<file path="config.mk">
export PLATFORM = sky130hd
export DESIGN_NAME = mem_arb_flat
export DESIGN_NICKNAME = d
export VERILOG_FILES = /design/src/rtl/mem_arb_if.sv /design/src/rtl/mem_arb.sv /design/src/flat_wrapper.sv
export SDC_FILE = /design/constraint.sdc
export NUM_CORES = 1
export LEC_CHECK = 0
export CAP_MARGIN = 40
export CORE_ASPECT_RATIO = 0.5
export CORE_MARGIN = 2
export CORE_UTILIZATION = 38
export DETAILED_ROUTE_END_ITERATION = 16
export PLACE_DENSITY = 0.86
export SYNTH_ARGS = -nofsm -noshare
export SYNTH_HDL_FRONTEND = slang
export SYNTH_SLANG_ARGS = --single-unit
</file>
<file path="constraint.sdc">
create_clock -name clk -period 1.5 [get_ports clk]
set_input_delay 0.225 -clock clk [delete_from_list [all_inputs] [get_ports clk]]
set_output_delay 0.225 -clock clk [all_outputs]
set_load 0.02 [all_outputs]
</file>
<file path="src/rtl/mem_arb_if.sv">
// Bus bundle for mem_arb: fetch port, load/store port and the memory side.
// The slave modport is the arbiter's view; master is the requester/memory view.
interface mem_arb_if #(
    parameter int ADDR_W = 16,
    parameter int DATA_W = 32
);
    logic              if_req;
    logic [ADDR_W-1:0] if_addr;
    logic              if_gnt;
    logic              if_valid;
    logic [DATA_W-1:0] if_rdata;

    logic              ls_req;
    logic              ls_we;
    logic [ADDR_W-1:0] ls_addr;
    logic [DATA_W-1:0] ls_wdata;
    logic              ls_gnt;
    logic              ls_valid;
    logic [DATA_W-1:0] ls_rdata;

    logic              mem_en;
    logic              mem_we;
    logic [ADDR_W-1:0] mem_addr;
    logic [DATA_W-1:0] mem_wdata;
    logic [DATA_W-1:0] mem_rdata;

    logic              busy;

    modport slave (
        input  if_req, if_addr, ls_req, ls_we, ls_addr, ls_wdata, mem_rdata,
        output if_gnt, if_valid, if_rdata, ls_gnt, ls_valid, ls_rdata,
               mem_en, mem_we, mem_addr, mem_wdata, busy
    );

    modport master (
        output if_req, if_addr, ls_req, ls_we, ls_addr, ls_wdata, mem_rdata,
        input  if_gnt, if_valid, if_rdata, ls_gnt, ls_valid, ls_rdata,
               mem_en, mem_we, mem_addr, mem_wdata, busy
    );
endinterface

</file>
<file path="src/rtl/mem_arb.sv">
// Single-port memory arbiter between instruction fetch and load/store.
// Define MEM_ARB_FAIR_EN for alternating tie-break; default is fixed ls priority.
module mem_arb #(
    parameter int ADDR_W  = 16,
    parameter int DATA_W  = 32,
    parameter int MEM_LAT = 1
) (
    input logic     clk,
    input logic     rst_f,
    mem_arb_if.slave bus
);
    typedef enum logic [1:0] {IDLE, GRANT, WAIT, RESP} state_t;

    state_t            state, state_d;
    logic [2:0]        cnt, cnt_d;
    logic              win_ls, win_ls_d;
    logic              lat_we, lat_we_d;
    logic [ADDR_W-1:0] mem_addr_q, mem_addr_d;
    logic [DATA_W-1:0] mem_wdata_q, mem_wdata_d;
    logic              mem_en_q, mem_en_d;
    logic              mem_we_q, mem_we_d;
    logic              if_gnt_q, if_gnt_d;
    logic              ls_gnt_q, ls_gnt_d;
    logic              if_valid_q, if_valid_d;
    logic              ls_valid_q, ls_valid_d;
    logic [DATA_W-1:0] if_rdata_q, if_rdata_d;
    logic [DATA_W-1:0] ls_rdata_q, ls_rdata_d;
    logic              busy_q, busy_d;
    logic              tie_ls;
    logic              pick_ls;

`ifdef MEM_ARB_FAIR_EN
    logic last_ls;

    always_ff @(posedge clk or negedge rst_f) begin
        if (!rst_f)
            last_ls <= 1'b1;
        else if (state == GRANT)
            last_ls <= win_ls;
    end

    assign tie_ls = !last_ls;
`else
    assign tie_ls = 1'b1;
`endif

    assign pick_ls = bus.ls_req && (!bus.if_req || tie_ls);

    always_comb begin
        state_d     = state;
        cnt_d       = cnt;
        win_ls_d    = win_ls;
        lat_we_d    = lat_we;
        mem_addr_d  = mem_addr_q;
        mem_wdata_d = mem_wdata_q;
        mem_en_d    = 1'b0;
        mem_we_d    = 1'b0;
        if_gnt_d    = 1'b0;
        ls_gnt_d    = 1'b0;
        if_valid_d  = 1'b0;
        ls_valid_d  = 1'b0;
        if_rdata_d  = if_rdata_q;
        ls_rdata_d  = ls_rdata_q;

        // Outputs are registered, so each state's outputs are computed one state early.
        case (state)
            IDLE: begin
                if (bus.if_req || bus.ls_req) begin
                    win_ls_d    = pick_ls;
                    lat_we_d    = pick_ls && bus.ls_we;
                    mem_addr_d  = pick_ls ? bus.ls_addr : bus.if_addr;
                    mem_wdata_d = pick_ls ? bus.ls_wdata : '0;
                    mem_en_d    = 1'b1;
                    mem_we_d    = pick_ls && bus.ls_we;
                    if_gnt_d    = !pick_ls;
                    ls_gnt_d    = pick_ls;
                    state_d     = GRANT;
                end
            end
            GRANT: begin
                cnt_d   = 3'(MEM_LAT);
                state_d = WAIT;
            end
            WAIT: begin
                cnt_d = cnt - 3'd1;
                if (cnt == 3'd1) begin
                    state_d = RESP;
                    if (win_ls) begin
                        ls_valid_d = 1'b1;
                        ls_rdata_d = lat_we ? '0 : bus.mem_rdata;
                    end else begin
                        if_valid_d = 1'b1;
                        if_rdata_d = bus.mem_rdata;
                    end
                end
            end
            RESP: begin
                state_d = IDLE;
            end
            default: state_d = IDLE;
        endcase

        busy_d = (state_d != IDLE);
    end

    always_ff @(posedge clk or negedge rst_f) begin
        if (!rst_f) begin
            state       <= IDLE;
            cnt         <= '0;
            win_ls      <= 1'b1;
            lat_we      <= 1'b0;
            mem_addr_q  <= '0;
            mem_wdata_q <= '0;
            mem_en_q    <= 1'b0;
            mem_we_q    <= 1'b0;
            if_gnt_q    <= 1'b0;
            ls_gnt_q    <= 1'b0;
            if_valid_q  <= 1'b0;
            ls_valid_q  <= 1'b0;
            if_rdata_q  <= '0;
            ls_rdata_q  <= '0;
            busy_q      <= 1'b0;
        end else begin
            state       <= state_d;
            cnt         <= cnt_d;
            win_ls      <= win_ls_d;
            lat_we      <= lat_we_d;
            mem_addr_q  <= mem_addr_d;
            mem_wdata_q <= mem_wdata_d;
            mem_en_q    <= mem_en_d;
            mem_we_q    <= mem_we_d;
            if_gnt_q    <= if_gnt_d;
            ls_gnt_q    <= ls_gnt_d;
            if_valid_q  <= if_valid_d;
            ls_valid_q  <= ls_valid_d;
            if_rdata_q  <= if_rdata_d;
            ls_rdata_q  <= ls_rdata_d;
            busy_q      <= busy_d;
        end
    end

    assign bus.mem_addr  = mem_addr_q;
    assign bus.mem_wdata = mem_wdata_q;
    assign bus.mem_en    = mem_en_q;
    assign bus.mem_we    = mem_we_q;
    assign bus.if_gnt    = if_gnt_q;
    assign bus.ls_gnt    = ls_gnt_q;
    assign bus.if_valid  = if_valid_q;
    assign bus.ls_valid  = ls_valid_q;
    assign bus.if_rdata  = if_rdata_q;
    assign bus.ls_rdata  = ls_rdata_q;
    assign bus.busy      = busy_q;
endmodule

</file>
<file path="src/flat_wrapper.sv">
// flat-port wrapper written by rule: the top's interface ports become plain ports
module mem_arb_flat 
#(
    parameter int ADDR_W  = 16,
    parameter int DATA_W  = 32,
    parameter int MEM_LAT = 1
)
  (clk, rst_f, bus_if_req, bus_if_addr, bus_ls_req, bus_ls_we, bus_ls_addr, bus_ls_wdata, bus_mem_rdata, bus_if_gnt, bus_if_valid, bus_if_rdata, bus_ls_gnt, bus_ls_valid, bus_ls_rdata, bus_mem_en, bus_mem_we, bus_mem_addr, bus_mem_wdata, bus_busy);
  mem_arb_if #(.ADDR_W(ADDR_W), .DATA_W(DATA_W)) bus_i ();
  input logic clk;
  input logic rst_f;
  input wire logic [$bits(bus_i.if_req)-1:0] bus_if_req;
  input wire logic [$bits(bus_i.if_addr)-1:0] bus_if_addr;
  input wire logic [$bits(bus_i.ls_req)-1:0] bus_ls_req;
  input wire logic [$bits(bus_i.ls_we)-1:0] bus_ls_we;
  input wire logic [$bits(bus_i.ls_addr)-1:0] bus_ls_addr;
  input wire logic [$bits(bus_i.ls_wdata)-1:0] bus_ls_wdata;
  input wire logic [$bits(bus_i.mem_rdata)-1:0] bus_mem_rdata;
  output wire logic [$bits(bus_i.if_gnt)-1:0] bus_if_gnt;
  output wire logic [$bits(bus_i.if_valid)-1:0] bus_if_valid;
  output wire logic [$bits(bus_i.if_rdata)-1:0] bus_if_rdata;
  output wire logic [$bits(bus_i.ls_gnt)-1:0] bus_ls_gnt;
  output wire logic [$bits(bus_i.ls_valid)-1:0] bus_ls_valid;
  output wire logic [$bits(bus_i.ls_rdata)-1:0] bus_ls_rdata;
  output wire logic [$bits(bus_i.mem_en)-1:0] bus_mem_en;
  output wire logic [$bits(bus_i.mem_we)-1:0] bus_mem_we;
  output wire logic [$bits(bus_i.mem_addr)-1:0] bus_mem_addr;
  output wire logic [$bits(bus_i.mem_wdata)-1:0] bus_mem_wdata;
  output wire logic [$bits(bus_i.busy)-1:0] bus_busy;
  assign bus_i.if_req = bus_if_req;
  assign bus_i.if_addr = bus_if_addr;
  assign bus_i.ls_req = bus_ls_req;
  assign bus_i.ls_we = bus_ls_we;
  assign bus_i.ls_addr = bus_ls_addr;
  assign bus_i.ls_wdata = bus_ls_wdata;
  assign bus_i.mem_rdata = bus_mem_rdata;
  assign bus_if_gnt = bus_i.if_gnt;
  assign bus_if_valid = bus_i.if_valid;
  assign bus_if_rdata = bus_i.if_rdata;
  assign bus_ls_gnt = bus_i.ls_gnt;
  assign bus_ls_valid = bus_i.ls_valid;
  assign bus_ls_rdata = bus_i.ls_rdata;
  assign bus_mem_en = bus_i.mem_en;
  assign bus_mem_we = bus_i.mem_we;
  assign bus_mem_addr = bus_i.mem_addr;
  assign bus_mem_wdata = bus_i.mem_wdata;
  assign bus_busy = bus_i.busy;
  mem_arb #(.ADDR_W(ADDR_W), .DATA_W(DATA_W), .MEM_LAT(MEM_LAT)) u_core (.clk(clk), .rst_f(rst_f), .bus(bus_i));
endmodule
</file>
; After elaboration in Yosys (flattened, before gate mapping)
; Cells that the tools add are included.
[op_classes]
n_eq_ne = 4
n_reduce_logical = 9
n_mux = 21
bitwise = 1
add_sub_neg = 1
[ops]
columns = cell, count
row1 = $mux W32, 2
row2 = $mux W16, 1
row3 = $mux W1, 14
row4 = $pmux W2 S4, 1
row5 = $pmux W3 S2, 1
row6 = $reduce_and A3 Y1, 2
row7 = $eq A2 B2 Y1 const B, 2
row8 = $mux W2, 2
row9 = $reduce_bool A2 Y1, 2
row10 = $eq A3 B1 Y1 const B, 1
row11 = $sub A3 B1 Y3 const B, 1
row12 = $eq A2 B1 Y1 const B, 1
row13 = $logic_not A2 Y1, 1
row14 = $reduce_and A2 Y1, 1
row15 = $logic_and A1 B1 Y1, 1
row16 = $logic_not A1 Y1, 1
row17 = $logic_or A1 B1 Y1, 1
row18 = $not A1 Y1, 1
[word_totals]
wordCells = 51
out_inout_bits = 119
register_bits = 126

; Logic depth before layout (Yosys ltp)
; Gate-level depths: netlist of the first run.
[depth]
ltp_word = 4
ltp_mapped = 7
ltp_nobuf = 5

; Least setup slack after synthesis of the first run
; Ideal clock, no wire load.
[synth_timing]
kind = register -> register
from = reg u_core.state[0]
to = reg u_core.if_rdata_q[0], in the netlist u_core.bus.if_rdata[0]
required_ns = 1.375
synth_period_minus_slack_ns = 1.649
setup_slack_ns = -0.149
arrival_ns = 1.524
stages_incl_launch_ff = 8
path_cell_list = dfrtp_1 inv_1 ha_1 nor2b_4 and3b_1 buf_6 buf_12 mux2_4
[synth_via]
elab_chain_len = 2
[synth_lines]
columns = item, line_no
row1 = "start, declared", mem_arb.sv:14  ; state_t state, state_d;
row2 = "start signal, assigned", mem_arb.sv:124  ; state <= state_d;
row3 = $eq A2 B2 Y1, mem_arb.sv:66  ; case (state)
row4 = $reduce_and A3 Y1 (no line), -
row5 = "end signal, assigned", mem_arb.sv:136  ; if_rdata_q <= if_rdata_d;
row6 = "end, declared", mem_arb.sv:26  ; logic [DATA_W-1:0] if_rdata_q, if_rdata_d;
; No other way between the ends.
; A chain may end at the register's enable or synchronous reset.

; Worst setup path in the final report of the first run
[layout_timing]
from = reg u_core.state[0]
to = reg u_core.if_rdata_q[20], in the netlist u_core.bus.if_rdata[20]
; Same word-level chain as after synthesis.

==> out/summary.txt, run 1 <==
Cell Pwr Density -> 2330 mW/mm^2
Routed via count -> 4226
CTS sink cnt -> 126
Post-synth top cells -> 125 x dfrtp_1, 51 x o21ai_0, 50 x nand2_1, 32 x a22o_1, 32 x nand2b_1
Slew @ Worst Pin -> 0.503 ns
WHS -> 0.292 ns
Port bufs -> 219
Global-route wire length before repair -> 23600 um
Worst Setup End Kind -> flip-flop
Number of remaining DRC errors -> 0
Placed instance area -> 0.00758 sq mm
Std cell rows -> 29
Post-synth EDFFs -> 0
Final Wtd Congestion -> 0.796
Final Critical Period -> 1.74 ns
Share of layout cells above drive strength 1 -> 0.212
Status -> finished with violations
Ant. Diodes -> 0
Tcrit/Tclk final -> 1.16
Syn_nets -> 500
Reg-to-reg critical path endpoint -> u_core.bus.if_rdata[20]$_DFFE_PN0P_
Setup_tns -> -10.68 ns
Leakage -> 4.15 nW
Gr ovfl total -> 0
Critical setup path kind -> reg -> reg
Most used DFF post-synth -> dfrtp_1
Ports -> 220
H-tree Lvls -> 4
Worst Reg-to-Reg Cells -> 6
Pin count of the biggest net entering global routing -> 48
Max Cap Viol -> 0
CP Launch Type -> flip-flop
DR vias/cell -> 5.12
Mapped Cells -> 395
CP Capture Point -> u_core.bus.if_rdata[20]$_DFFE_PN0P_
Routed WL -> 16400 um
Unrepaired setup endpoints after global routing -> yes
Detail Route Antenna Nets -> 0
Peak VDD IR -> 1160 uV
Worst Hold Class -> in -> async
Synth Register Bits -> 126
GRT Total Usage -> 0.214
Worst reg-to-reg setup slack -> -0.24 ns
Slew Viols, Final -> 0
Fmax -> 576 MHz
Top-count cell post-synth -> dfrtp_1
Mean Syn Cell Area -> 12.9 sq um
Initial Util -> 0.395
Die ar. -> 0.0144 sq mm
Tot Pwr -> 0.0197 W
Clock transition at path regs -> 0.06 ns
Total iterations of the first detailed-routing run -> 4
Post-DP HPWL -> 9630 um
Drt wl/cell -> 19.8 um
Maximum clock path buffer count -> 2
Core area -> 0.0129 sq mm
Ys Warns -> 0
Register area share after synthesis -> 0.620
Finished Core Util -> 0.658
Filler Cell Count -> 944
Final Cell Area -> 0.00848 sq mm
Root Driver -> clkbuf_16
Final WS setup -> -0.237 ns
RR Startpoint -> u_core.state[0]$_DFF_PN0_
Post-synthesis cell type count -> 30
Die width -> 168 um
CTS tree -> yes
CP required -> 1.79 ns
Area grow syn2layout -> 66.7%
# setup viols final -> 65
Slew margin rel. -> 0.665
Inserted Clock Buffers -> 17
Clock latency on the worst-skew pair -> 0.40 ns
CP arrival -> 2.03 ns
CP max FO -> 21
Dominant cell type by area after synthesis -> dfrtp_1
Crit path from -> u_core.state[0]$_DFF_PN0_
Async SR Flop Fraction -> 1.00
Die H -> 85.8 um
Mapped Area -> 0.00509 sq mm
Detailed Route Iter0 Violations -> 180
Nets -> 748
Initial antenna violation count -> 0
Fin. Hold Viols -> 0
Clock skew -> 0.0136 ns
Top post-synthesis cells by area -> dfrtp_1 62%, mux2_4 8.6%, a22o_1 5.5%
Number of global-route vias before repair -> 4311
Failing checks -> negative setup slack
Yosys top cell area share -> 0.615
[worst max-delay path: stages, from the launching register on]
cell and delay [ns]:
dfrtp_1 0.40, inv_2 0.10, ha_4 0.15, nor2b_4 0.14, and3b_2 0.25, buf_12 0.21
mux2_2 0.35
[final cells by class]
type	count	area (sq um)	area share
clock buffers	21	460	0.0543
clock inverters	11	116	0.0137
inverters	9	33.8	0.00399
multi-input cells	233	1880	0.222
flip-flops and latches	126	3150	0.372
well taps	170	213	0.0251
repair buffers	256	2620	0.309
[sequential cells by signal, indices dropped and copies added, names as in the netlist]
name                  cells
u_core.bus.mem_wdata     32
u_core.bus.if_valid       1
u_core.lat_we             1
u_core.bus.if_gnt         1
u_core.bus.mem_we         1
u_core.bus.mem_en         1
u_core.state              2
u_core.win_ls             1
u_core.bus.if_rdata      32
u_core.bus.mem_addr      16
u_core.bus.ls_gnt         1
u_core.bus.busy           1
u_core.bus.ls_valid       1
u_core.cnt                3
u_core.bus.ls_rdata      32
[worst min path at each step]
stage	end	slack, ns	cells past startpoint
6_report	u_core.bus.ls_rdata[23]$_DFFE_PN0P_	0.29	2
5_1_grt	u_core.bus.mem_addr[15]$_DFFE_PN0P_	0.31	2
4_1_cts	u_core.bus.ls_rdata[23]$_DFFE_PN0P_	0.27	2
3_5_place_dp	u_core.bus.ls_rdata[26]$_DFFE_PN0P_	0.15	1
3_3_place_gp	u_core.bus.mem_addr[14]$_DFFE_PN0P_	0.14	1
2_1_floorplan	u_core.bus.busy$_DFF_PN0_	-0.07	0
[report_power, final]
| part | internal (W) | leakage (nW) | total [W] | switching, W |
|---|---|---|---|---|
| combinational | 0.00461 | 2.31 | 0.00974 | 0.00513 |
| clock | 0.00252 | 0.279 | 0.00406 | 0.00153 |
| sequential | 0.00498 | 1.56 | 0.00594 | 0.000957 |
[stage by stage]
step | setup WS, ns | cells
after global routing | -0.264 | 826
after floorplan | -0.123 | 395
after global placement | -0.141 | 776
final | -0.237 | 826
after detailed placement | -0.197 | 777
after CTS | -0.171 | 819
[repair_timing]
action,4_1_cts,5_1_grt
pin swaps,0,13
hold buffers,1,0
setup endpoints to repair,188,84
gates resized for setup,132,66
hold endpoints to repair,17,0
setup buffers,5,4
cloned,5,3
[routing by layer]
metal | wire (um) | GRT usage | up-vias
li1 | - | - | 1874
met1 | 6670 | 0.255 | 2140
met2 | 8320 | 0.381 | 161
met3 | 808 | 0.0517 | 51
met4 | 558 | 0.0822 | 0
met5 | 0 | 0 | -
[kinds of logic after synthesis]
group	after synthesis	synth area share
muxes	48	0.124
and+or+nand+nor	90	0.0881
buffers and inverters	36	0.0418
AOI/OAI and AO/OA	91	0.116
adders and majority gates	4	0.00984
DFF	126	0.620
[cells in the final DEF (no fill, tap or decap), types with 2 or more instances in the layout]
cell             count
clkbuf_1             2
dfrtp_1            125
ha_4                 2
buf_6                2
a21o_1               2
nand2_1             41
o21ai_4              2
o21ai_0             22
clkdlybuf4s50_1     99
buf_8                2
o21ai_1              7
nand2b_1            32
a21oi_1              2
bufinv_16            2
buf_4               15
inv_2                2
clkinv_2             5
a22o_1              32
inv_1                7
buf_16               4
clkbuf_16           19
clkbuf_8             2
clkinvlp_4           3
buf_12              11
nand2_2              9
o21ai_2             20
dlygate4sd2_1      119
mux2_4              31
mux2i_1             16
Note: power is estimated with default switching activity, not from simulation.
==> inputs of run 2 (changes only) <==
--- a/config.mk
+++ b/config.mk
@@ -11,6 +11,7 @@
 export CORE_UTILIZATION = 38
 export DETAILED_ROUTE_END_ITERATION = 16
 export PLACE_DENSITY = 0.86
+export SETUP_SLACK_MARGIN = 0.05
 export SYNTH_ARGS = -nofsm -noshare
 export SYNTH_HDL_FRONTEND = slang
 export SYNTH_SLANG_ARGS = --single-unit
==> run 2 against run 1 <==
- the flow still finishes with violations (negative setup slack)
- critical path depth up 1
- clock skew rose by 0.0011 ns
- setup slack improved by 0.0037 ns
- non-clock buffer count up 6
- global-route usage about the same
- sequential share of layout area shrank 0.78 points
- routed wire length grew 1.7%
- first-iteration DRC count is 2.8% higher
- hold slack gained 0.018 ns
- sequential cell count is the same
- combinational power is 5% higher
- cell count increased by 0.73%
- critical path type unchanged
- critical endpoint is now u_core.bus.if_rdata[5]$_DFFE_PN0P_
==> out/summary.txt, run 2 (synthesized netlist as in run 1, its figures left out) <==
Initial antenna violation count -> 0
Die H -> 85.8 um
Status -> finished with violations
GRT Total Usage -> 0.214
CP Launch Type -> flip-flop
Share of layout cells above drive strength 1 -> 0.249
CP peak stage delay -> 0.38 ns
Pin count of the biggest net entering global routing -> 48
Clock transition at path regs -> 0.06 ns
Worst reg-to-reg setup slack -> -0.23 ns
Dpl cells -> 777
Total iterations of the first detailed-routing run -> 4
Critical path, cell by cell -> inv_2, ha_4, nor2b_4, and3b_2, buf_12, buf_12, mux2_4
RR Startpoint -> u_core.state[0]$_DFF_PN0_
Failing checks -> negative setup slack
Detail Route Antenna Nets -> 0
Inserted Clock Buffers -> 17
Gr ovfl total -> 0
Finished Layout Cells -> 832
WHS -> 0.310 ns
Fin. Hold Viols -> 0
Multi-input logic area -> 0.00197 sq mm
CP max FO -> 6
Critical setup path kind -> reg -> reg
Slew @ Worst Pin -> 0.513 ns
Number of global-route vias before repair -> 4313
Final Wtd Congestion -> 0.796
Die width -> 168 um
Final WS setup -> -0.233 ns
CP arrival -> 2.01 ns
CTS sink cnt -> 126
CP required -> 1.77 ns
Reg area -> 0.00315 sq mm
Slew Viols, Final -> 0
Most frequent cells in the layout -> 125 x dfrtp_1, 119 x dlygate4sd2_1, 99 x clkdlybuf4s50_1
CTS tree -> yes
Std cell rows -> 29
Leakage -> 4.22 nW
CP most frequent cell -> buf_12
Max Cap Viol -> 0
Core area -> 0.0129 sq mm
Global-route wire length before repair -> 23600 um
Tcrit/Tclk final -> 1.16
Detailed Route Iter0 Violations -> 185
Routed WL -> 16600 um
Final Critical Period -> 1.73 ns
Worst Setup End Kind -> flip-flop
Port bufs -> 219
Clock latency on the worst-skew pair -> 0.40 ns
Tot Pwr -> 0.0203 W
Maximum clock path buffer count -> 2
Area grow syn2layout -> 70.2%
Finished Core Util -> 0.672
Die ar. -> 0.0144 sq mm
Peak VDD IR -> 1150 uV
Worst Reg-to-Reg Cells -> 7
Post-DP HPWL -> 9630 um
Most common cell after layout, fill and taps aside -> dfrtp_1
Ant. Diodes -> 0
DR vias/cell -> 5.08
Reg-to-reg critical path endpoint -> u_core.bus.if_rdata[5]$_DFFE_PN0P_
Routed via count -> 4226
Nets -> 754
H-tree Lvls -> 4
Critical-path top delay cell -> dfrtp_1
Cell Pwr Density -> 2340 mW/mm^2
Root Driver -> clkbuf_16
Clock skew -> 0.0147 ns
Fmax -> 577 MHz
Unrepaired setup endpoints after global routing -> yes
Drt wl/cell -> 20.0 um
Slew margin rel. -> 0.658
Initial Util -> 0.395
Pre-CTS setup slack -> -0.197 ns
Ports -> 220
Worst Hold Class -> in -> async
Filler Cell Count -> 901
# setup viols final -> 65
Number of remaining DRC errors -> 0
[run 2: worst max-delay path by stage]
stage	cells after the start	slack, ns	from	to
2_1_floorplan	7	-0.12	u_core.state[0]$_DFF_PN0_	u_core.bus.if_rdata[0]$_DFFE_PN0P_
3_3_place_gp	6	-0.14	u_core.state[0]$_DFF_PN0_	u_core.bus.if_rdata[11]$_DFFE_PN0P_
3_5_place_dp	6	-0.20	u_core.state[0]$_DFF_PN0_	u_core.bus.if_rdata[9]$_DFFE_PN0P_
4_1_cts	6	-0.17	u_core.state[0]$_DFF_PN0_	u_core.bus.if_rdata[21]$_DFFE_PN0P_
5_1_grt	10	-0.25	u_core.state[0]$_DFF_PN0_	u_core.bus.ls_rdata[5]$_DFFE_PN0P_
6_report	7	-0.23	u_core.state[0]$_DFF_PN0_	u_core.bus.if_rdata[5]$_DFFE_PN0P_
[run 2: power by group]
part	switching, W	total (W)	internal (W)
combinational	0.00533	0.0102	0.00492
sequential	0.00101	0.00599	0.00498
clock	0.00153	0.00405	0.00252
[run 2: critical path: cells and delay by family (launching register included)]
kind	cells	cell delay (ns)
adder cells (fa/ha/maj)	1	0.14
buffers and inverters	3	0.35
flip-flops	1	0.38
multiplexers	1	0.30
AND/OR/NAND/NOR	2	0.44
[run 2: final cells by class]
type,instances,share of cell area
sequential,126,0.364
clock buffer,21,0.0532
timing repair buffer,262,0.313
clock inverter,11,0.0134
inverter,9,0.00390
tap,170,0.0246
multi-input combinational,233,0.228
[run 2: per-layer routing]
metal  routed length (um)  up-vias  GRT usage  share of wire
li1                     -     1878          -              -
met1                 6950     2162      0.255           0.42
met2                 8430      150      0.382           0.51
met3                  770       36     0.0512          0.046
met4                  478        0     0.0822          0.029
met5                    0        -          0              0
[run 2: timing repair]
item                       in CTS  in global routing
gates resized for setup       134                101
hold buffers                    1                  0
setup buffers                   5                  9
hold endpoints to repair       17                  0
setup endpoints to repair     217                101
cloned                          5                  4
pin swaps                       0                 27
[run 2: metrics by stage]
stage          TNS [ns]  cell area [sq um]
5_1_grt          -13.23               8660
3_5_place_dp      -6.80               7580
4_1_cts           -5.80               8250
6_report         -10.94               8660
2_1_floorplan     -3.59               5090
3_3_place_gp      -4.39               7570
